## config.mk

```make
export PLATFORM = sky130hd
export DESIGN_NAME = clock_divider_mc
export DESIGN_NICKNAME = d
export VERILOG_FILES = /design/src/rtl/clkdiv_pkg.sv /design/src/rtl/clkdiv_channel.sv /design/src/rtl/clock_divider_mc.sv
export SDC_FILE = /design/constraint.sdc
export NUM_CORES = 1
export LEC_CHECK = 0
export ABC_AREA = 1
export CORE_MARGIN = 4
export CORE_UTILIZATION = 54
export DETAILED_ROUTE_END_ITERATION = 7
export HOLD_SLACK_MARGIN = 0.08
export PLACE_DENSITY = 0.77
export SETUP_SLACK_MARGIN = 0.2
export SLEW_MARGIN = 20
export SYNTH_ARGS = -nofsm -noshare
export SYNTH_HDL_FRONTEND = slang
export SYNTH_HIERARCHICAL = 1
export SYNTH_SLANG_ARGS = --single-unit
```

## constraint.sdc

```tcl
create_clock -name clk -period 2.5 [get_ports clk]
set_clock_uncertainty 0.05 [all_clocks]
set_input_delay 0.75 -clock clk [delete_from_list [all_inputs] [get_ports clk]]
set_output_delay 0.75 -clock clk [all_outputs]
set_load 0.005 [all_outputs]
```

## src/rtl/clkdiv_pkg.sv

```systemverilog
// Shared types and helpers for the multi-channel clock divider.
// Optional tick strobe is selected by the CLKDIV_TICK_EN macro (see clkdiv_channel).
package clkdiv_pkg;

   localparam int CNT_W_DEF = 8;
   localparam int MIN_RATIO = 2;

   typedef enum logic [1:0] {
      IDLE  = 2'd0,
      RUN   = 2'd1,
      DRAIN = 2'd2
   } state_e;

   // Ratios below MIN_RATIO cannot form a high and a low phase, so they are raised.
   function automatic logic [31:0] clamp_ratio(input logic [31:0] v);
      return (v < 32'(MIN_RATIO)) ? 32'(MIN_RATIO) : v;
   endfunction

endpackage

```

## src/rtl/clkdiv_channel.sv

```systemverilog
// One divider channel: IDLE/RUN/DRAIN FSM, period counter, shadow and active ratio.
// CLKDIV_TICK_EN adds a registered 1-cycle strobe on each rising edge of o_clk.
module clkdiv_channel
   import clkdiv_pkg::*;
#(
   parameter int CNT_W = CNT_W_DEF
) (
   input  logic             i_clk,
   input  logic             i_rst_n,
   input  logic             i_en,
   input  logic             i_load,
   input  logic [CNT_W-1:0] i_ratio,
   output logic             o_clk,
   output logic             o_tick,
   output state_e           o_state
);

   state_e           r_state;
   logic [CNT_W-1:0] r_cnt;
   logic [CNT_W-1:0] r_shadow;
   logic [CNT_W-1:0] r_ratio;
   logic             r_clk;

   state_e           w_state_next;
   logic [CNT_W-1:0] w_cnt_next;
   logic [CNT_W-1:0] w_shadow_next;
   logic [CNT_W-1:0] w_ratio_next;
   logic [CNT_W-1:0] w_load_val;
   logic             w_clk_next;
   logic             w_wrap;

   assign w_load_val = CNT_W'(clamp_ratio(32'(i_ratio)));

   always_comb begin
      w_state_next  = r_state;
      w_cnt_next    = r_cnt;
      w_ratio_next  = r_ratio;
      w_clk_next    = r_clk;
      w_shadow_next = i_load ? w_load_val : r_shadow;
      w_wrap        = (r_cnt == (r_ratio - CNT_W'(1)));

      case (r_state)
         IDLE: begin
            // No period in flight, so a freshly loaded ratio takes effect at once.
            w_ratio_next = w_shadow_next;
            w_cnt_next   = '0;
            w_clk_next   = 1'b0;
            if (i_en) begin
               w_state_next = RUN;
               w_clk_next   = 1'b1;
            end
         end
         RUN, DRAIN: begin
            if (!i_en && w_wrap) begin
               w_state_next = IDLE;
               w_cnt_next   = '0;
               w_clk_next   = 1'b0;
               w_ratio_next = r_shadow;
            end else begin
               w_state_next = i_en ? RUN : DRAIN;
               // The shadow seen before this edge is what the next period uses;
               // a load on the wrap edge itself waits for the following wrap.
               if (w_wrap) begin
                  w_cnt_next   = '0;
                  w_ratio_next = r_shadow;
               end else begin
                  w_cnt_next   = r_cnt + CNT_W'(1);
               end
               w_clk_next = (w_cnt_next < (w_ratio_next >> 1));
            end
         end
         default: begin
            w_state_next = IDLE;
            w_cnt_next   = '0;
            w_clk_next   = 1'b0;
         end
      endcase
   end

   always_ff @(posedge i_clk or negedge i_rst_n) begin
      if (!i_rst_n) begin
         r_state  <= IDLE;
         r_cnt    <= '0;
         r_shadow <= CNT_W'(MIN_RATIO);
         r_ratio  <= CNT_W'(MIN_RATIO);
         r_clk    <= 1'b0;
      end else begin
         r_state  <= w_state_next;
         r_cnt    <= w_cnt_next;
         r_shadow <= w_shadow_next;
         r_ratio  <= w_ratio_next;
         r_clk    <= w_clk_next;
      end
   end

`ifdef CLKDIV_TICK_EN
   logic r_tick;

   always_ff @(posedge i_clk or negedge i_rst_n) begin
      if (!i_rst_n) begin
         r_tick <= 1'b0;
      end else begin
         r_tick <= w_clk_next & ~r_clk;
      end
   end

   assign o_tick = r_tick;
`else
   assign o_tick = 1'b0;
`endif

   assign o_clk   = r_clk;
   assign o_state = r_state;

endmodule

```

## src/rtl/clock_divider_mc.sv

```systemverilog
// Multi-channel runtime-programmable clock divider: NUM_CH independent clkdiv_channel instances.
// Tick outputs are live only when CLKDIV_TICK_EN is defined; otherwise tied low.
module clock_divider_mc
   import clkdiv_pkg::*;
#(
   parameter int NUM_CH = 4,
   parameter int CNT_W  = CNT_W_DEF
) (
   input  logic                    clk,
   input  logic                    reset,
   input  logic [NUM_CH-1:0]       div_en,
   input  logic [NUM_CH-1:0]       cfg_load,
   input  logic [NUM_CH*CNT_W-1:0] div_ratio,
   output logic [NUM_CH-1:0]       clk_out,
   output logic [NUM_CH-1:0]       ch_active,
   output logic [NUM_CH-1:0]       tick
);

   state_e w_state [NUM_CH];

   for (genvar gi = 0; gi < NUM_CH; gi++) begin : g_ch
      clkdiv_channel #(
         .CNT_W (CNT_W)
      ) u_ch (
         .i_clk   (clk),
         .i_rst_n (reset),
         .i_en    (div_en[gi]),
         .i_load  (cfg_load[gi]),
         .i_ratio (div_ratio[gi*CNT_W +: CNT_W]),
         .o_clk   (clk_out[gi]),
         .o_tick  (tick[gi]),
         .o_state (w_state[gi])
      );

      assign ch_active[gi] = (w_state[gi] != IDLE);
   end

endmodule
```

==> impl_metrics.tcl, run 1 <==
set metrics [dict create \
    ys.warnings.count 6 \
    maxCapViolCount 0 \
    drtIter0Drc 598 \
    initial_utilization 0.550 \
    synthFlopType "dfrtp_1" \
    overflow 0 \
    grt_max_degree 42 \
    critPathBufInv 5 \
    cpPeakStageDelay_ps 540 \
    rsz0062_at_grt "yes" \
    setup_tns_ps -598 \
    arrival_ps 2890 \
    ir_drop_mv 0.878 \
    crit_required_ps 2700 \
    die_width_um 124 \
    cts.sinks 108 \
    max_freq_ghz 0.371 \
    setup_viol 4 \
    final_cell_mix "nand2_1, inv_1, dfrtp_1" \
    rr_worst_depth 17 \
    total_power_w 0.0105 \
    diodes 0 \
    combPwrFrac 0.586 \
    p_leak_nw 4.62 \
    yosysSeqAreaShare 0.372 \
    cp_top_family "simple AND/OR/NAND/NOR gates" \
    ant_nets 0 \
    cts.clk_slew.worst_paths_ps 70 \
    clockPowerShare 0.144 \
    gp_congestion 0.920 \
    synth-seq-cells 108 \
    die_area_mm2 0.0154 \
    p_int_w 0.00573 \
    r2r-end "g_ch[3].u_ch/o_clk" \
    outcome "finished, violations left" \
    maxSlewViolCount 0 \
    r2r-start "g_ch[3].u_ch/r_ratio[1]" \
    io_buffers 49 \
    rows 42 \
    grt_usage 0.236 \
    cts_tree "done" \
    powerDensity_mw_per_mm2 1120 \
    synth_cell_types 36 \
    setup_slack_ps -197 \
    grt_pass1_vias 6461 \
    cp-end-kind "register" \
    p_switching_w 0.00475 \
    htree_levels 3 \
    die_height_um 124 \
    period_share 1.08 \
    syn_area_per_cell_um2 7.13 \
    routed-via-count 7022 \
    pre_cts_ws_ps -84.4 \
    path_max_fanout 5 \
    r2r_slack_ps -200 \
    violations "setup timing" \
    worstPathCellList "inv_2 -> ha_4 -> xnor2_2 -> nor2_2 -> nand3_2 -> nor2_4 -> nand3_4 -> clkbuf_16 -> clkinv_4 -> or2_1 -> inv_2 -> ha_4 -> nand2_2 -> o21ai_1 -> inv_1 -> nand4_1 -> nand2_1" \
    wire_per_inst_um 14.6 \
    drcViolationCount 0 \
    root_buffer "clkbuf_16" \
    ys_async_sr_fraction 1.00 \
    clock_latency_ps 360 \
    synth_edf_count 0 \
    place_hpwl_um 12900 \
    wirelength_um 19000 \
    swShare 0.453 \
    timing.hold.ws_ps 303 \
    critPathKind "register to register" \
    crit_cells 17 \
    cts_hold_buf 0 \
    synth_nets 1103 \
    layout.nets 1202 \
    final_common_cell "nand2_1" \
    viasPerCell 5.40 \
    n_fill_cell 1040 \
    cts_buffers 9 \
    netlist_instances 1021 \
    syn_area_mm2 0.00728 \
    fin_crit_ps 2700 \
    crit_slowest_cell "dfstp_2" \
    start_kind "register" \
    antenna_found_initial 0 \
    drive_above_1_share 0.187 \
    core-area_mm2 0.0132 \
    fin_cells 1300 \
    dr.pass1.iters 6 \
    area_growth_pct 28.2 \
    hold_viol 0 \
    clock_path_buffers 2 \
    seq_power_share 0.270 \
    ioPinCount 54 \
    dp_cells 1264 \
    grt_pass1_wl_um 29000 \
    worstHoldPathType "primary input to async pin" \
]
## area by class of cell
cell class / count / area (µm²) / area share
tap: 176 / 220 / 0.0236
sequential: 108 / 2710 / 0.290
timing repair buffer: 116 / 1190 / 0.128
clock inverter: 2 / 60.1 / 0.00643
inverter: 157 / 602 / 0.0644
clock buffer: 13 / 240 / 0.0257
multi-input combinational: 728 / 4310 / 0.461
## metal layers
| layer | global-route usage | part of all wire | vias up |
|---|---|---|---|
| li1 | - | - | 3472 |
| met1 | 0.306 | 0.43 | 3314 |
| met2 | 0.402 | 0.50 | 198 |
| met3 | 0.0245 | 0.039 | 38 |
| met4 | 0.0972 | 0.025 | 0 |
| met5 | 0 | 0 | - |
## cells by family after synthesis
group,count (synthesis),share of synthesized area
adders and majority gates,40,0.0687
AOI/OAI and AO/OA,147,0.121
and+or+nand+nor,509,0.299
xor gates and xnor gates,28,0.0337
DFF,108,0.372
buffers and inverters,185,0.102
other,4,0.00206
## registers in the layout, summed over array words and instances (netlist names)
register / count
g_ch.u_ch/r_shadow: 32
g_ch.u_ch/o_clk: 4
g_ch.u_ch/o_state: 8
g_ch.u_ch/r_ratio: 32
g_ch.u_ch/r_cnt: 32
## power groups by stage
| stage | combinational, W | clock, W | sequential, W |
|---|---|---|---|
| final | 0.00614 | 0.00151 | 0.00283 |
| after global routing | 0.00684 | 0.00161 | 0.00289 |
| after CTS | 0.00532 | 0.00153 | 0.00278 |
| after detailed placement | 0.00517 | 0 | 0.00281 |
| after global placement | 0.00506 | 0 | 0.00280 |
| after floorplan | 0.00376 | 0 | 0.00270 |
## repair_timing
action,4_1_cts,5_1_grt
cloned,0,7
setup buffers,4,10
pin swaps,5,44
resized for setup,12,84
endpoints found under the setup margin,4,22
## through the flow
stage / utilization / area [µm²]
after floorplan: - / 7370
after global placement: 0.629 / 8330
after detailed placement: 0.629 / 8330
after CTS: 0.658 / 8710
after global routing: 0.705 / 9340
final: 0.705 / 9340
## worst max-delay path by stage
stage | startpoint | to
CTS | g_ch[3].u_ch/r_ratio[1] | g_ch[3].u_ch/o_clk
detailed placement | div_ratio[31] | g_ch[3].u_ch/r_ratio[1]
global placement | div_ratio[31] | g_ch[3].u_ch/r_ratio[1]
global route | g_ch[3].u_ch/r_ratio[1] | g_ch[3].u_ch/o_clk
finish | g_ch[3].u_ch/r_ratio[1] | g_ch[3].u_ch/o_clk
floorplan | g_ch[3].u_ch/r_ratio[1] | g_ch[3].u_ch/o_clk
## cells in the mapped netlist, drive strengths merged (3+ instances only)
library cell    n  area [µm²]
o22ai          10        62.6
o211ai         18         135
nand4          13        81.3
xor2           12         105
xnor2          16         140
o32ai           4        35.0
nor2          115         457
nor3           10        50.1
clkbuf         15        56.3
and2            3        18.8
buf            13         100
a31oi           3        18.8
nand3          79         425
dfstp           8         210
conb            4        15.0
nand3b          5        37.5
dfrtp         100        2500
nand2         267        1000
ha             40         500
nor4            4        25.0
inv           157         589
or2            12        75.1
a21oi          22         129
o21ai          88         489
Power figures use the tool's default switching activity.
==> run 2: changes to the inputs <==
--- a/config.mk
+++ b/config.mk
@@ -10,10 +10,9 @@
 export CORE_UTILIZATION = 54
 export DETAILED_ROUTE_END_ITERATION = 7
 export HOLD_SLACK_MARGIN = 0.08
-export PLACE_DENSITY = 0.77
+export PLACE_DENSITY = 0.73
 export SETUP_SLACK_MARGIN = 0.2
 export SLEW_MARGIN = 20
 export SYNTH_ARGS = -nofsm -noshare
 export SYNTH_HDL_FRONTEND = slang
-export SYNTH_HIERARCHICAL = 1
 export SYNTH_SLANG_ARGS = --single-unit
==> run 2 against run 1 <==
- the flow still finishes with violations (setup timing)
- clock power about the same
- via count decreased by 2.9%
- combinational power rose by 5.5%
- hold slack improved by 13 ps
- non-clock buffer count grew 22
- total power rose by 2.5%
- critical path depth increased by 2
- register-to-register slack worse by 70 ps
- final area is 1.1% higher
- sequential power decreased by 4%
- count of clock-buffer cells in the layout decreased by 4
- highest routed layer unchanged
==> impl_metrics.tcl, run 2 <==
set metrics [dict create \
    outcome "finished, violations left" \
    violations "setup timing" \
    worstMarginPinSlew_ps 541 \
    cts_buffers 9 \
    wirelength_um 18200 \
    p_leak_nw 4.53 \
    drtIter0Drc 369 \
    setup_slack_ps -262 \
    grt_usage 0.238 \
    grt_pass1_wl_um 29300 \
    cp-end-kind "register" \
    ioPinCount 54 \
    area_growth_pct 30.0 \
    antenna_found_initial 0 \
    ant_nets 0 \
    ir_drop_mv 1.01 \
    crit_slowest_cell "dfstp_2" \
    n_fill_cell 1064 \
    start_kind "register" \
    dr.pass1.iters 5 \
    critPathKind "register to register" \
    overflow 0 \
    synthTopCellsByArea "dfrtp_1, nand2_1, inv_1, ha_1, nor2_1" \
    grt_pass1_vias 6614 \
    ys.warnings.count 0 \
    ys_async_sr_fraction 1.00 \
    synth_most_common_cell "nand2_1" \
    setup_viol 4 \
    reg_top3 "g_ch.u_ch.r_cnt: 32 flops, g_ch.u_ch.r_ratio: 32 flops, g_ch.u_ch.r_shadow: 32 flops" \
    worstHoldPathType "primary input to async pin" \
    final_cell_mix "nand2_1, inv_1, dfrtp_1" \
    clock_path_buffers 2 \
    final_common_cell "nand2_1" \
    die_area_mm2 0.0154 \
    timing.hold.ws_ps 316 \
    slew_headroom 0.639 \
    viasPerCell 5.21 \
    gp_congestion 0.911 \
    diodes 0 \
    setup_tns_ps -802 \
    max_freq_ghz 0.362 \
    multi_input_area_mm2 0.00431 \
    cts_tree "done" \
    maxSlewViolCount 0 \
    rows 42 \
    die_height_um 124 \
    worstPathCellList "inv_2 -> ha_4 -> or2_2 -> nand4_1 -> nor2_2 -> nand3_2 -> nor2_4 -> nand2_4 -> buf_12 -> nor2_4 -> a21oi_4 -> ha_1 -> nand3_1 -> nand2_1 -> nand2_1 -> nand2_1 -> nand2_1 -> nand2_1 -> nand2_1" \
    initial_utilization 0.551 \
    crit_required_ps 2710 \
    clock_latency_ps 370 \
    cts_hold_buf 0 \
    wire_per_inst_um 13.9 \
    regArea_mm2 0.00271 \
    hold_viol 0 \
    drcViolationCount 0 \
    core-area_mm2 0.0132 \
    grt_max_degree 81 \
    cts.sinks 108 \
    pre_cts_ws_ps -282 \
    maxCapViolCount 0 \
    cts.clk_slew.worst_paths_ps 80 \
    synth_cell_types 46 \
    syn_area_per_cell_um2 7.24 \
    synth-seq-cells 108 \
    period_share 1.10 \
    synthFlopType "dfrtp_1" \
    io_buffers 49 \
    powerDensity_mw_per_mm2 1140 \
    routed-via-count 6816 \
    place_hpwl_um 12900 \
    fin_crit_ps 2760 \
    layout.nets 1210 \
    die_width_um 124 \
    root_buffer "clkbuf_16" \
    rsz0062_at_grt "yes" \
    yosysSeqAreaShare 0.373 \
    drive_above_1_share 0.233 \
    cpPeakStageDelay_ps 550 \
    synth_top_area_share 0.345 \
    synth_largest_area_cell "dfrtp_1" \
    syn_area_mm2 0.00726 \
    arrival_ps 2970 \
    path_max_fanout 8 \
    synth_edf_count 0 \
    htree_levels 3 \
    ys_top_cells_by_count "nand2_1, inv_1, nor2_1, dfrtp_1, o21ai_0" \
    netlist_instances 1003 \
    cpMostUsedCell "nand2_1" \
]
[run 2: cell count changes in the layout (fill, tap and decap cells not counted), moves of 7 or more]
| cell | change |
|---|---|
| o22ai_1 | +7 |
| nand3_1 | -11 |
| o211ai_1 | -8 |
| nor3_1 | +7 |
| nand2_1 | -35 |
| o21ai_1 | -19 |
| nand4_1 | -7 |
| o21ai_0 | +34 |
| nor2_4 | +8 |
| buf_4 | +23 |
[run 2: worst paths after layout]
check                                   startpoint                       to  slack (ps)  cells past startpoint
max reg2reg                g_ch[0].u_ch.r_ratio[1]       g_ch[0].u_ch.o_clk        -260                     19
min reg2reg                  g_ch[1].u_ch.r_cnt[0]    g_ch[1].u_ch.r_cnt[0]         440                      1
min                                          reset  g_ch[3].u_ch.r_ratio[5]         320                      2
max in group asynchronous                    reset  g_ch[3].u_ch.r_ratio[1]        1640                      2
min in group clk             g_ch[1].u_ch.r_cnt[0]    g_ch[1].u_ch.r_cnt[0]         440                      1
max                        g_ch[0].u_ch.r_ratio[1]       g_ch[0].u_ch.o_clk        -260                     19
[run 2: cell families (layout without fill, tap and decap cells)]
kind of cell / count (synthesis) / after routing / share of synthesized area
other cells: 1 / 4 / 0.000516
flops: 108 / 108 / 0.373
fa+ha+maj: 40 / 40 / 0.0689
xor+xnor: 33 / 33 / 0.0398
buf+inv: 189 / 315 / 0.109
compound gates: 160 / 160 / 0.131
simple gates: 472 / 473 / 0.278
[run 2: report_power, final]
group / switching, W / internal [W]
Clock: 0.000733 / 0.000797
Sequential: 0.000459 / 0.00227
Combinational: 0.00362 / 0.00287
Total: 0.00481 / 0.00593
[run 2: cell type report]
type,instances,area share
tap,176,0.0233
sequential,108,0.287
clock inverter,7,0.00861
multi-input combinational,710,0.456
inverter,161,0.0648
clock buffer,9,0.0239
timing repair buffer,138,0.136
[run 2: critical path: cells and delay by family (launching register included)]
kind | cells | cell delay, ps
DFF | 1 | 550
buffers and inverters | 2 | 220
AOI/OAI and AO/OA | 1 | 50
and+or+nand+nor | 14 | 1230
adders and majority gates | 2 | 530
[run 2: routing by layer]
| metal | part of all wire | vias up | routed length, µm | global-route usage |
|---|---|---|---|---|
| met2 | 0.51 | 123 | 9210 | 0.408 |
| met4 | 0.017 | 0 | 306 | 0.0746 |
| met3 | 0.031 | 27 | 560 | 0.0431 |
| li1 | - | 3462 | - | - |
| met5 | 0 | - | 0 | 0 |
| met1 | 0.45 | 3204 | 8100 | 0.306 |
[run 2: repair_timing]
item / 4_1_cts / 5_1_grt
pin swaps: 17 / 29
endpoints found under the setup margin: 21 / 45
buffers inserted: 11 / 8
resized for setup: 38 / 92
gates cloned: 1 / 1
[run 2: metrics by stage]
| step | instance area, µm² | total power (W) | utilization | std cells |
|---|---|---|---|---|
| finish | 9440 | 0.0107 | 0.716 | 1309 |
| global route | 9440 | 0.0117 | 0.716 | 1309 |
| CTS | 8970 | 0.0100 | 0.680 | 1300 |
| detailed placement | 8420 | 0.00820 | 0.638 | 1272 |
| global placement | 8420 | 0.00808 | 0.638 | 1272 |
| floorplan | 7360 | 0.00641 | - | 1006 |
